==> src/rtl/debug_pkg.sv <==
`default_nettype none
// ============================================================================
//  Module      : debug_pkg
//  Description : Shared debug-side types and defaults: register-dump FSM
//                state encoding and default sizing constants.
//  Revision    : 1.0  initial release
// ============================================================================
package debug_pkg;

  // Register-dump controller states (3-bit encoding)
  typedef enum logic [2:0] {
    IDLE  = 3'd0,
    DRAIN = 3'd1,
    READ  = 3'd2,
    SEND  = 3'd3,
    DONE  = 3'd4
  } dump_state_t;

  localparam int NREGS_DEFAULT        = 32;
  localparam int DRAIN_CYCLES_DEFAULT = 3;

endpackage : debug_pkg
`default_nettype wire

==> src/rtl/down_counter.sv <==
`default_nettype none
// ============================================================================
//  Module      : down_counter
//  Description : Loadable down counter that saturates at zero and reports a
//                zero flag. Load has priority over enable.
//  Revision    : 1.0  initial release
// ============================================================================
module down_counter #(
  parameter int WIDTH = 2
) (
  input  logic             i_clk,
  input  logic             i_rst,       // synchronous, active-low
  input  logic             i_load,
  input  logic [WIDTH-1:0] i_load_val,
  input  logic             i_en,
  output logic             o_zero
);

  logic [WIDTH-1:0] r_count;

  // Count register: load wins, otherwise decrement while enabled and nonzero
  always_ff @(posedge i_clk) begin
    if (!i_rst) begin
      r_count <= '0;
    end else if (i_load) begin
      r_count <= i_load_val;
    end else if (i_en && (r_count != '0)) begin
      r_count <= r_count - WIDTH'(1);
    end
  end

  assign o_zero = (r_count == '0);

endmodule : down_counter
`default_nettype wire

==> src/rtl/regfile_dump_ctrl.sv <==
`default_nettype none
// ============================================================================
//  Module      : regfile_dump_ctrl
//  Description : Freezes the pipeline, waits for in-flight writebacks to
//                land, then borrows the register-file rs port and streams
//                every register (index 0 first) over valid/ready.
//  Revision    : 1.0  initial release
// ============================================================================
module regfile_dump_ctrl
  import debug_pkg::*;
#(
  parameter  int NBITS        = 32,
  parameter  int NREGS        = NREGS_DEFAULT,
  parameter  int DRAIN_CYCLES = DRAIN_CYCLES_DEFAULT,
  localparam int IDXW         = (NREGS > 1) ? $clog2(NREGS) : 1
) (
  input  logic             i_clk,
  input  logic             i_rst,       // synchronous, active-low
  input  logic             i_dump_req,
  output logic             o_busy,
  output logic             o_stall,
  output logic             o_dbg_sel,
  output logic [IDXW-1:0]  o_rs_sel,
  input  logic [NBITS-1:0] i_rs_data,
  output logic [NBITS-1:0] o_data,
  output logic [IDXW-1:0]  o_idx,
  output logic             o_valid,
  input  logic             i_ready,
  output logic             o_done
);

  localparam int CNTW = (DRAIN_CYCLES > 1) ? $clog2(DRAIN_CYCLES) : 1;

  dump_state_t      r_state;
  dump_state_t      w_next;
  logic [IDXW-1:0]  r_idx;
  logic [IDXW-1:0]  r_idx_out;
  logic [NBITS-1:0] r_data;
  logic             r_valid;
  logic             r_busy;
  logic             r_stall;
  logic             r_done;
  logic             w_cnt_load;
  logic             w_cnt_en;
  logic             w_cnt_zero;
  logic             w_last;
  logic             w_accept;

  assign w_cnt_load = (r_state == IDLE) && i_dump_req;
  assign w_cnt_en   = (r_state == DRAIN);
  assign w_last     = (r_idx == IDXW'(NREGS - 1));
  assign w_accept   = (r_state == SEND) && i_ready;

  // Drain counter: loaded with DRAIN_CYCLES-1 so DRAIN lasts DRAIN_CYCLES cycles
  down_counter #(
    .WIDTH (CNTW)
  ) u_drain_cnt (
    .i_clk      (i_clk),
    .i_rst      (i_rst),
    .i_load     (w_cnt_load),
    .i_load_val (CNTW'(DRAIN_CYCLES - 1)),
    .i_en       (w_cnt_en),
    .o_zero     (w_cnt_zero)
  );

  // State register
  always_ff @(posedge i_clk) begin
    if (!i_rst) begin
      r_state <= IDLE;
    end else begin
      r_state <= w_next;
    end
  end

  // Next-state logic plus the decoded rs-port takeover outputs
  always_comb begin
    w_next    = r_state;
    o_dbg_sel = 1'b0;
    o_rs_sel  = '0;
    case (r_state)
      IDLE:  if (i_dump_req) w_next = DRAIN;
      DRAIN: if (w_cnt_zero) w_next = READ;
      READ: begin
        o_dbg_sel = 1'b1;
        o_rs_sel  = r_idx;
        w_next    = SEND;
      end
      SEND: begin
        o_dbg_sel = 1'b1;
        o_rs_sel  = r_idx;
        if (i_ready) w_next = w_last ? DONE : READ;
      end
      DONE:    w_next = IDLE;
      default: w_next = IDLE;
    endcase
  end

  // Registered datapath: index walk, captured beat, and status flags
  always_ff @(posedge i_clk) begin
    if (!i_rst) begin
      r_idx     <= '0;
      r_idx_out <= '0;
      r_data    <= '0;
      r_valid   <= 1'b0;
      r_busy    <= 1'b0;
      r_stall   <= 1'b0;
      r_done    <= 1'b0;
    end else begin
      r_busy  <= (w_next != IDLE);
      r_stall <= (w_next != IDLE);
      r_done  <= (w_next == DONE);
      if (w_cnt_load) begin
        r_idx <= '0;
      end
      if (r_state == READ) begin
        r_data    <= i_rs_data;
        r_idx_out <= r_idx;
        r_valid   <= 1'b1;
      end
      if (w_accept) begin
        r_valid <= 1'b0;
        if (!w_last) begin
          r_idx <= r_idx + IDXW'(1);
        end
      end
    end
  end

  assign o_busy  = r_busy;
  assign o_stall = r_stall;
  assign o_data  = r_data;
  assign o_idx   = r_idx_out;
  assign o_valid = r_valid;
  assign o_done  = r_done;

endmodule : regfile_dump_ctrl
`default_nettype wire

==> config.mk <==
export PLATFORM = sky130hd
export DESIGN_NAME = regfile_dump_ctrl
export DESIGN_NICKNAME = d
export VERILOG_FILES = /design/src/rtl/debug_pkg.sv /design/src/rtl/down_counter.sv /design/src/rtl/regfile_dump_ctrl.sv
export SDC_FILE = /design/constraint.sdc
export NUM_CORES = 1
export LEC_CHECK = 0
export BUFFER_PORTS_ARGS = -buffer_cell sky130_fd_sc_hd__buf_2
export CORE_MARGIN = 2
export CORE_UTILIZATION = 50
export DETAILED_ROUTE_END_ITERATION = 6
export GPL_TIMING_DRIVEN = 0
export PLACE_DENSITY_LB_ADDON = 0.08
export SYNTH_ARGS = -nofsm -noshare
export SYNTH_HDL_FRONTEND = slang
export SYNTH_SLANG_ARGS = --single-unit
==> constraint.sdc <==
create_clock -name i_clk -period 4.7 [get_ports i_clk]
set_input_delay 0.235 -clock i_clk [delete_from_list [all_inputs] [get_ports i_clk]]
set_output_delay 0.235 -clock i_clk [all_outputs]
set_load 0.005 [all_outputs]
==> flow_summary.yaml <==
timing:
  tns_ns: 0
  rsz0062_at_grt: "false"
  tightest_slew_ns: 0.530
  fmax_mhz: 565
  timing.hold.ws_ns: 0.159
  setup_violations: 0
  skew_ns: 0.00247
  final.period_utilization_pct: 37.7
  maxSlewHeadroom_pct: 64.6
  final_hold_viol_count: 0
  finalMaxSlewViolations: 0
  period_needed_ns: 1.77
pwr:
  fin_total_pwr_mw: 0.915
  peakVddDrop_mv: 0.189
  cellPowerDensity_nw_per_um2: 354
  power.leakage_nw: 1.17
setup_path:
  worstSetupEndpointType: "flop"
  criticalPathCategory: "reg -> reg"
  worstSetupStartpointType: "flop"
  critical_path_arrival_ns: 2.00
  critPathMaxFanout: 8
  reg2reg_slack_ns: 2.93
  cp.required_ns: 4.93
synth:
  synth_most_common_cell: "nand2_1"
  synthTopCellsByCount: "nand2_1 (76), dfxtp_1 (50), a21oi_1 (38)"
  synth_top_area_cell: "dfxtp_1"
  synth_area_leaders: "dfxtp_1 (50%), nand2_1 (14%), a21oi_1 (9.5%)"
  postSynthAreaPerCell_um2: 8.59
  ys.warnings.count: 0
  synth.top_cell.area_share_pct: 49.8
  ys_types: 36
  synth_cells: 234
  synth_edf_count: 0
  netlist_area_um2: 2010
  async_flop_share_pct: 0
  synth_seq_cells: 50
  ys_seq_area_share_pct: 49.8
  synth_fp_nets: 273
  synth-main-ff-cell: "dfxtp_1"
floorplanning:
  core_um2: 3940
  start_util_pct: 51.0
  die_area_um2: 4540
  die_w_um: 67.4
  rows: 23
  die_y_um: 67.4
  pin_count: 83
detailed_routing:
  wl_per_cell_um: 12.0
  drtIter0Drc: 73
  dr.pass1.iters: 4
  drc_errors: 0
  via_per_inst: 4.87
  num_vias: 1822
  final_antenna_net_count: 0
  routed_wl_um: 4510
layout:
  final_cells: 374
  fin_nets: 362
  n_fill_cell: 360
  diodes: 0
  areaGrowthSynthToFinish_pct: 28.8
  multi_input_area_um2: 887
  drive_gt1_share_pct: 33.3
  seq_area_um2: 1000
  final_core_util_pct: 65.7
placement:
  gp_congestion: 0.808
  place.port_buffers: 82
  dp_hpwl_um: 3250
  dp.cells: 366
clocking:
  htree_num_levels: 2
  cts_inserted_buffers: 5
  cts_tree: "built"
  cts_sinks: 50
  clock_latency_ns: 0.30
  root_buffer: "clkbuf_8"
  clkTransAtPathRegs_ns: 0.09
  post_cts_buffers: 0
  cts_resized: 0
  clockBufferDepth: 2
  cts-hold-fix-buffers: 0
global_route:
  grt_max_degree: 15
  overflow: 0
  grt_pass1_wl_um: 7120
  grt_pass1_vias: 1625
  antenna_found_initial: 0
  grt_use_total_pct: 20.6
flow_run:
  drv_cap: 0
min_path:
  min_path_type: "in -> reg"
outcome:
  status: "complete, no violations"
-- layout by cell type (no fill, tap or decap), types with 2 or more instances in the layout --
master	n
buf_2	83
a21oi_2	5
or4_1	2
buf_4	3
clkbuf_1	8
o211ai_1	3
nand3_1	3
o21ai_1	2
clkbuf_8	5
nor2b_1	3
a21oi_1	38
and2_1	5
nor2_1	2
and3_1	5
inv_1	3
nand2_1	76
buf_6	5
dfxtp_1	50
a31oi_1	2
ha_1	3
-- where the power goes --
group          leakage [nW]  switching (mW)  internal (mW)
clock                0.0524           0.137          0.159
sequential            0.406          0.0125          0.450
combinational         0.715          0.0844         0.0719
-- path summary, 6_finish.rpt --
path / start / end / cells past startpoint
min reg2reg: o_data[14] / o_data[14] / 2
max: r_idx[0] / r_idx[3] / 5
max reg2reg: r_idx[0] / r_idx[3] / 5
min: i_rs_data[17] / o_data[17] / 3
-- metrics by stage --
stage          cell area, um2  worst slack [ns]
3_5_place_dp             2480              2.95
6_report                 2590              2.93
4_1_cts                  2590              2.93
2_1_floorplan            2010              3.07
3_3_place_gp             2480              2.95
5_1_grt                  2590              2.79
-- layout make-up --
class	count	share of cell area (%)
sequential	50	38.7
multi-input combinational	165	34.3
timing repair buffer	82	15.9
buffer	15	4.11
clock buffer	7	2.95
tap	50	2.42
clock inverter	1	1.16
inverter	4	0.580
-- metal layers --
metal  vias up  track usage (%)  routed length (um)
met4         0             8.67                  63
li1        961                -                   -
met2        49             35.8                2180
met3         7             5.67                 273
met5         -                0                   0
met1       805             23.8                1990
-- registers in the layout, summed over array words and instances (netlist names) --
name                 count
r_idx                    5
o_valid                  1
o_idx                    5
u_drain_cnt.r_count      2
o_stall                  1
o_data                  32
r_state                  3
o_done                   1
-- cells by family (layout without fill, tap and decap cells) --
| family | after synthesis | in the layout | share of synthesized area (%) |
|---|---|---|---|
| flip-flops | 50 | 50 | 49.8 |
| adder cells (fa/ha/maj) | 3 | 3 | 1.87 |
| buffers and inverters | 19 | 109 | 6.04 |
| AO/OA/AOI/OAI | 55 | 55 | 15.8 |
| multiplexers | 1 | 1 | 0.560 |
| XOR/XNOR | 1 | 1 | 0.436 |
| AND/OR/NAND/NOR | 105 | 105 | 25.5 |
-- worst max-delay path, stage by stage (launching register included) --
cell and delay [ns]:
dfxtp_1 0.37, ha_1 0.24, and3_1 0.18, ha_1 0.27, or4_1 0.52, a31oi_1 0.13
Note: power is estimated with default switching activity, not from simulation.
